`config.mk`:
```
export PLATFORM = sky130hd
export DESIGN_NAME = kbd_fifo_mmio
export DESIGN_NICKNAME = d
export VERILOG_FILES = /design/src/rtl/kbd_fifo_mmio.sv
export SDC_FILE = /design/constraint.sdc
export NUM_CORES = 1
export LEC_CHECK = 0
export ABC_AREA = 1
export CAP_MARGIN = 10
export CORE_ASPECT_RATIO = 0.8
export CORE_MARGIN = 1
export CORE_UTILIZATION = 40
export CTS_BUF_LIST = sky130_fd_sc_hd__clkbuf_4 sky130_fd_sc_hd__clkbuf_8 sky130_fd_sc_hd__clkbuf_16
export DETAILED_ROUTE_END_ITERATION = 12
export PLACE_DENSITY = 0.7
export SLEW_MARGIN = 40
export SYNTH_ARGS = -nofsm -noshare
export SYNTH_HDL_FRONTEND = slang
export SYNTH_SLANG_ARGS = --single-unit
```
`constraint.sdc`:
```
create_clock -name clk -period 2.2 [get_ports clk]
set_input_delay 0.44 -clock clk [delete_from_list [all_inputs] [get_ports clk]]
set_output_delay 0.44 -clock clk [all_outputs]
set_load 0.005 [all_outputs]
```
`src/rtl/kbd_fifo_mmio.sv`:
```
// kbd_fifo_mmio: PS/2 scan-code FIFO with optional break-code filter,
// read and controlled by the CPU through a four-byte register window.
module kbd_fifo_mmio #(
  parameter int              DEPTH          = 16,
  parameter int              AW             = 16,
  parameter logic [AW-1:0]   BASE           = 16'hFFA0,
  parameter bit              FILTER_DEFAULT = 1'b0
) (
  input  logic          clk,
  input  logic          rst,
  input  logic [7:0]    ps2_data,
  input  logic          ps2_hit,
  input  logic [AW-1:0] addr,
  input  logic [7:0]    wdata,
  input  logic          wren,
  output logic [7:0]    rdata,
  output logic          sel,
  output logic          irq
);
  localparam int PW = $clog2(DEPTH);
  typedef enum logic {IDLE, SKIP} state_t;
  state_t        r_state, w_state_nx;
  logic [7:0]    r_mem [DEPTH];
  logic [PW-1:0] r_head, r_tail;
  logic [PW:0]   r_count;
  logic [7:0]    r_total;
  logic          r_ovf, r_filt;
  logic          w_we, w_pop_wr, w_ctrl, w_flush, w_empty, w_full;
  logic          w_cand, w_push, w_pop, w_ovf_set;
  assign sel       = addr[AW-1:2] == BASE[AW-1:2];
  assign w_we      = sel & wren;
  assign w_pop_wr  = w_we & (addr[1:0] == 2'd0);
  assign w_ctrl    = w_we & (addr[1:0] == 2'd2);
  assign w_flush   = w_ctrl & wdata[0];
  assign w_empty   = r_count == '0;
  assign w_full    = r_count == (PW+1)'(DEPTH);
  assign w_cand    = ps2_hit & (~r_filt | (r_state == IDLE && ps2_data != 8'hF0));
  assign w_pop     = w_pop_wr & ~w_empty;
  // a pop in the same cycle frees the slot, so a full FIFO still accepts the byte
  assign w_push    = w_cand & ~w_flush & (~w_full | w_pop);
  assign w_ovf_set = w_cand & ~w_flush & w_full & ~w_pop;
  assign irq       = ~w_empty;
  always_comb begin
    w_state_nx = (~r_filt | (w_ctrl & ~wdata[2])) ? IDLE :
                 ~ps2_hit ? r_state :
                 (r_state == IDLE && ps2_data == 8'hF0) ? SKIP : IDLE;
  end
  assign rdata = (addr[1:0] == 2'd0) ? (w_empty ? 8'h00 : r_mem[r_head]) :
                 (addr[1:0] == 2'd1) ? 8'(r_count) :
                 (addr[1:0] == 2'd2) ? {4'b0, r_filt, r_ovf, w_full, w_empty} :
                 r_total;
  always_ff @(posedge clk or posedge rst) begin
    if (rst) begin
      r_state <= IDLE;
      r_filt  <= FILTER_DEFAULT;
      r_ovf   <= 1'b0;
      r_total <= '0;
      r_head  <= '0;
      r_tail  <= '0;
      r_count <= '0;
    end else begin
      r_state <= w_state_nx;
      if (w_ctrl) r_filt <= wdata[2];
      r_ovf   <= (r_ovf & ~(w_ctrl & wdata[1])) | w_ovf_set;
      r_total <= (w_we && addr[1:0] == 2'd3) ? '0 : r_total + {7'b0, w_push};
      if (w_flush) begin
        r_head  <= '0;
        r_tail  <= '0;
        r_count <= '0;
      end else begin
        if (w_push) r_tail <= r_tail + PW'(1);
        if (w_pop) r_head <= r_head + PW'(1);
        r_count <= r_count + (PW+1)'(w_push) - (PW+1)'(w_pop);
      end
    end
  end
  always_ff @(posedge clk) begin
    if (w_push) r_mem[r_tail] <= ps2_data;
  end
endmodule

```
==> flow_summary.json, run 1 <==
{
  "fmax_mhz": 391,
  "rr_worst_depth": 21,
  "tns_ps": -3220,
  "vias_per_cell": 5.41,
  "wl_mm": 20.0,
  "rsz0062_at_grt": "yes",
  "grt_first_pass_wirelength_mm": 30.1,
  "cts.sinks": 152,
  "cp-end-kind": "output pin",
  "core-area_mm2": 0.0168,
  "ys_seq_elements": 152,
  "fin_util": 0.572,
  "r2r-start": "r_count[2]",
  "cp_data_required_time_ps": 1760,
  "setup_viol": 14,
  "power_w": 0.00905,
  "powerDensity_mw_per_mm2": 945,
  "area_growth_pct": 37.8,
  "die_area_mm2": 0.0179,
  "ant_nets": 0,
  "fillers": 1299,
  "die_w_um": 149,
  "syn_nets": 696,
  "grt_pass1_vias": 5551,
  "pin_count": 46,
  "cp_num_buf_inv": 4,
  "hold_viol": 0,
  "nets": 866,
  "critical_path_class": "reg -> out",
  "vias": 5677,
  "syn-instance-count": 647,
  "fin_skew_ps": 13.2,
  "cp_slowest_cell": "dfrtp_2",
  "start_kind": "flip-flop",
  "port_buffers": 40,
  "wl_per_cell_um": 19.1,
  "r2r_end": "r_total[6]",
  "cts_made_buffers": 17,
  "status": "complete, but fails checks",
  "timing.final.ws_setup_ps": -359,
  "hpwl_mm": 11.9,
  "r2r_setup_slack_ps": -180,
  "cp_num_cells": 12,
  "maxSlewViolCount": 0,
  "antenna_cells": 0,
  "grt_max_degree": 30,
  "ys_seq_area_frac": 0.639,
  "period_share": 1.16,
  "maxCapViolCount": 0,
  "grt-ovfl-total": 0,
  "cts.htree.levels": 4,
  "yosys_warnings": 0,
  "gp_congestion": 0.861,
  "violations": "negative setup slack",
  "cts_tree": "done",
  "rows": 42,
  "post-route-min-period_ps": 2560,
  "worstMarginPinSlew_ps": 365,
  "syn_area_mm2": 0.00695,
  "path_clk_slew_ps": 70,
  "cts-root-buf": "clkbuf_16",
  "cp_data_arrival_time_ps": 2120,
  "start_util": 0.415,
  "path_cells": "inv_4 > buf_8 > buf_12 > nor2_2 > nor2_2 > o21ai_1 > o211ai_1 > nand3_1 > nand2_2 > nand2_2 > nand2_1 > buf_2",
  "synth.distinct_cells": 39,
  "antenna_found_initial": 0,
  "min_path_type": "in -> async",
  "cellLeakagePower_nw": 3.90,
  "drc": 0,
  "drt_pass1_iterations": 5,
  "slowest_delay_ps": 460,
  "crit_end": "rdata[1]",
  "track_usage": 0.230,
  "cp_max_fo": 8,
  "drive_above_1_share": 0.321,
  "syn_avg_cell_area_um2": 10.7,
  "crit_family": "simple AND/OR/NAND/NOR gates",
  "clockBufferDepth": 2,
  "crit_start": "r_head[0]",
  "worstSkewPairLatency_ps": 430,
  "ir_worst_vdd_v": 0.000582,
  "max_slew_margin": 0.756,
  "initialDrtViolationCount": 490,
  "dieHeight_um": 120
}
-- how the worst min path moves through the flow --
stage / start / endpoint / slack, ps
6_report: rst / r_count[3] / 360
3_5_place_dp: r_ovf / r_ovf / 480
3_3_place_gp: r_filt / r_filt / 470
2_1_floorplan: rst / r_count[0] / 450
5_1_grt: rst / r_count[3] / 430
4_1_cts: rst / r_filt / 370
-- tightest hold or removal path: stages --
cell             delay [ps]
clkdlybuf4s50_1         390
inv_1                    50
buf_4                   320
-- cell families (layout without fill, tap and decap cells) --
logic type / count (synthesis) / in the layout / synth area share
and+or+nand+nor: 264 / 264 / 0.176
DFF: 152 / 152 / 0.639
AOI/OAI and AO/OA: 122 / 122 / 0.0997
buffers and inverters: 90 / 272 / 0.0531
adders and majority gates: 13 / 13 / 0.0245
xor gates and xnor gates: 6 / 6 / 0.00756
-- stage by stage --
stage / hold slack, ps / setup WS (ps) / instances / cell area [um^2]
6_report: 363 / -359 / 1049 / 9580
5_1_grt: 426 / -457 / 1049 / 9580
4_1_cts: 366 / -370 / 1047 / 9400
3_5_place_dp: 483 / -777 / 955 / 8220
3_3_place_gp: 475 / -631 / 955 / 8220
2_1_floorplan: 448 / -110 / 647 / 7030
-- registers in the layout (all words and copies together), names as in the netlist --
signal   cells
r_ovf        1
r_mem      128
r_state      1
r_tail       4
r_count      5
r_head       4
r_filt       1
r_total      8
-- cell usage after synthesis --
cell	n	area, um^2
edfxtp_1	128	3840
xnor2_1	2	17.5
nor3_1	20	100
nand3b_1	2	15.0
clkbuf_1	13	48.8
inv_2	3	11.3
ha_1	12	150
a21oi_1	15	75.1
nor2_8	1	20.0
nor2_2	2	12.5
o21a_1	1	7.51
o21ai_0	66	330
o211ai_1	28	210
and3_1	1	6.26
dfrtp_1	24	601
o221ai_1	1	8.76
fa_1	1	20.0
clkbuf_2	1	5.00
nand2_2	2	12.5
inv_1	57	214
nand3_2	1	10.0
inv_4	1	6.26
nand3_1	39	195
o21ai_1	7	35.0
xor2_1	4	35.0
nand2_1	80	300
nand3_4	3	52.6
nand4_1	4	25.0
nand2_4	1	11.3
nor2_4	5	56.3
buf_1	2	7.51
clkinv_1	1	3.75
o21bai_1	1	7.51
o22ai_1	3	18.8
nor2_1	101	379
buf_2	10	50.1
nand4_4	1	21.3
buf_6	2	22.5
or2_2	1	6.26
-- per-layer routing --
layer	up-vias	routed length, um	part of all wire	track usage
met5	-	0	0	0
met4	0	576	0.029	0.105
met3	46	1600	0.080	0.0669
met2	247	9550	0.48	0.354
met1	2788	8280	0.41	0.298
li1	2596	-	-	-
-- placed cells by master (no fill, tap or decap), types with 4 or more instances in the layout --
cell type / n
buf_2: 8
buf_4: 109
edfxtp_1: 128
clkinv_4: 4
nor3_2: 10
ha_1: 8
o21ai_1: 19
nand3_4: 4
nand2_1: 67
clkbuf_16: 18
inv_1: 49
nor3_1: 5
o21ai_0: 51
nand3_1: 36
nor2_1: 87
dlygate4sd2_1: 26
buf_12: 7
clkdlybuf4s50_1: 5
nor2_4: 7
nor3_4: 5
inv_2: 9
nand2_2: 13
nor2_2: 14
buf_16: 4
nand4_1: 4
buf_6: 17
dfrtp_1: 23
o211ai_1: 28
a21oi_1: 12
-- timing repair --
action,in CTS,in global routing
gates resized for setup,114,50
hold buffers,0,0
buffers inserted,58,6
pin swaps,60,38
endpoints found under the setup margin,20,139
cloned,5,1
-- layout make-up --
class | instances | area [um^2] | area share
sequential | 152 | 4450 | 0.464
multi-input combinational | 405 | 2440 | 0.255
timing repair buffer | 179 | 1620 | 0.169
clock buffer | 18 | 433 | 0.0452
tap | 220 | 275 | 0.0287
inverter | 62 | 240 | 0.0251
clock inverter | 13 | 123 | 0.0128
-- where the power goes --
| group | leakage [nW] | switching [W] | internal, W | total, W |
|---|---|---|---|---|
| clock network | 0.277 | 0.00121 | 0.00158 | 0.00279 |
| registers | 1.44 | 0.000271 | 0.00366 | 0.00393 |
| logic | 2.18 | 0.00136 | 0.000976 | 0.00234 |
| total | 3.90 | 0.00284 | 0.00621 | 0.00905 |
Note: power is estimated with default switching activity, not from simulation.
==> run 2: changes to the inputs <==
--- a/config.mk
+++ b/config.mk
@@ -8,7 +8,7 @@
 export ABC_AREA = 1
 export CAP_MARGIN = 10
 export CORE_ASPECT_RATIO = 0.8
-export CORE_MARGIN = 1
+export CORE_MARGIN = 2
 export CORE_UTILIZATION = 40
 export CTS_BUF_LIST = sky130_fd_sc_hd__clkbuf_4 sky130_fd_sc_hd__clkbuf_8 sky130_fd_sc_hd__clkbuf_16
 export DETAILED_ROUTE_END_ITERATION = 12
@@ -17,3 +17,4 @@
 export SYNTH_ARGS = -nofsm -noshare
 export SYNTH_HDL_FRONTEND = slang
 export SYNTH_SLANG_ARGS = --single-unit
+export TNS_END_PERCENT = 30
==> flow_summary.json, run 2 (synthesis gave the netlist of run 1 again) <==
{
  "hold_viol": 0,
  "grt_first_pass_wirelength_mm": 27.0,
  "pin_count": 46,
  "start_kind": "flip-flop",
  "stdcell_area_mm2": 0.00922,
  "fillers": 1410,
  "drc": 0,
  "port_buffers": 40,
  "fin_skew_ps": 15.0,
  "rr_worst_depth": 19,
  "grt-ovfl-total": 0,
  "cts_made_buffers": 17,
  "post-route-min-period_ps": 2590,
  "timing.final.ws_setup_ps": -395,
  "r2r_end": "r_total[6]",
  "die_area_mm2": 0.0185,
  "initialDrtViolationCount": 612,
  "cts.htree.levels": 4,
  "slowest_delay_ps": 440,
  "cp_slowest_cell": "dfrtp_2",
  "rows": 43,
  "path_cells": "inv_2 > buf_12 > buf_6 > buf_6 > nor2_4 > nor2_1 > o21ai_1 > o211ai_1 > nand3_1 > nand2_2 > nand2_1 > nand2_1 > buf_2",
  "status": "complete, but fails checks",
  "ir_worst_vdd_v": 0.000615,
  "top_regs": "r_mem x128, r_total x8, r_count x5",
  "start_util": 0.405,
  "wl_per_cell_um": 17.6,
  "grt_pass1_vias": 4992,
  "antenna_found_initial": 0,
  "nets": 835,
  "gp_congestion": 0.849,
  "r2r_setup_slack_ps": 0,
  "dieHeight_um": 122,
  "largest_reg_flops": 128,
  "fmax_mhz": 385,
  "r2r-start": "r_count[2]",
  "final_common_cell": "edfxtp_1",
  "max_slew_margin": 0.742,
  "maxSlewViolCount": 0,
  "cts-root-buf": "clkbuf_16",
  "critical_path_class": "reg -> out",
  "maxCapViolCount": 0,
  "regMostFlops": "r_mem",
  "cts.sinks": 152,
  "violations": "negative setup slack",
  "antenna_cells": 0,
  "area_growth_pct": 32.6,
  "powerDensity_mw_per_mm2": 937,
  "die_w_um": 151,
  "cp_data_arrival_time_ps": 2150,
  "period_share": 1.18,
  "core-area_mm2": 0.0172,
  "min_path_type": "in -> async",
  "final_cell_mix": "edfxtp_1 (128), nor2_1 (90), buf_4 (87)",
  "cts_tree": "done",
  "cp_data_required_time_ps": 1760,
  "cp_max_fo": 4,
  "dpl-instance-area_mm2": 0.00826,
  "path_clk_slew_ps": 60,
  "drive_above_1_share": 0.277,
  "vias": 5339,
  "clockBufferDepth": 2,
  "pre_cts_ws_ps": -637,
  "cellLeakagePower_nw": 3.86,
  "cp-end-kind": "output pin",
  "grt_max_degree": 33,
  "vias_per_cell": 5.21,
  "drt_pass1_iterations": 6,
  "setup_viol": 9,
  "crit_family": "buffers and inverters",
  "wl_mm": 18.0,
  "ant_nets": 0,
  "worstMarginPinSlew_ps": 386,
  "cp_num_buf_inv": 5,
  "rsz0062_at_grt": "yes",
  "hpwl_mm": 11.3,
  "worstSkewPairLatency_ps": 440,
  "ctsHoldBuffers": 0,
  "track_usage": 0.200
}
==> run 2: changes by cell type in the layout (fill, tap and decap cells not counted), moves of 4 or more <==
| cell | change |
|---|---|
| nor3_2 | -8 |
| dlygate4sd2_1 | -26 |
| nand2_2 | +4 |
| buf_16 | -4 |
| nor3_4 | -4 |
| buf_6 | -5 |
| dlymetal6s2s_1 | +27 |
| nor3_1 | +12 |
| buf_4 | -22 |
==> run 2: stage by stage <==
step                      hold slack [ps]  TNS (ps)  utilization  instances  total power (W)
after detailed placement              475    -56120        0.482        973          0.00588
after CTS                             362     -3570        0.522       1017          0.00853
after global placement                476    -51080        0.482        973          0.00582
final                                 354     -2780        0.537       1024          0.00864
after floorplan                       448     -4310            -        647          0.00507
after global routing                  392     -3800        0.537       1024          0.00906
==> run 2: power breakdown <==
part | internal, W | total, W | switching [W]
sequential | 0.00366 | 0.00391 | 0.000251
combinational | 0.000882 | 0.00205 | 0.00117
clock | 0.00147 | 0.00269 | 0.00121
total | 0.00601 | 0.00864 | 0.00263
==> run 2: how the worst max path moves through the flow <==
stage | start | endpoint | slack (ps) | depth (start not counted)
after floorplan | r_count[3] | r_count[4] | -110 | 17
after global placement | addr[11] | r_total[6] | -570 | 19
after detailed placement | ps2_data[0] | r_total[6] | -640 | 19
after CTS | r_head[0] | rdata[4] | -360 | 13
after global routing | r_head[0] | rdata[4] | -480 | 13
final | r_head[0] | rdata[5] | -390 | 13
==> run 2: worst reg2reg max path, delay by kind of cell, from the launching register on <==
kind	cells	cell delay, ps
flip-flops	1	370
AND/OR/NAND/NOR	10	850
XOR/XNOR	1	160
adder cells (fa/ha/maj)	3	470
buffers and inverters	5	290
==> run 2: repair_timing <==
item                                    in CTS  in global routing
setup buffers                               13                  8
pin swaps                                   38                 46
gates cloned                                 0                  1
gates resized for setup                     77                 72
endpoints found under the setup margin      23                 84
==> run 2: per-layer routing <==
| metal | GRT usage | wire, um |
|---|---|---|
| met5 | 0 | 0 |
| met4 | 0.0602 | 296 |
| met3 | 0.0427 | 1200 |
| met1 | 0.277 | 7780 |
| met2 | 0.318 | 8720 |
==> run 2: area by class of cell <==
class | instances | area [um^2] | area share
flip-flops and latches | 152 | 4450 | 0.482
clock inverters | 13 | 96.3 | 0.0105
multi-input cells | 405 | 2320 | 0.252
well taps | 225 | 282 | 0.0305
inverters | 62 | 238 | 0.0258
repair buffers | 148 | 1400 | 0.151
clock buffers | 19 | 440 | 0.0478
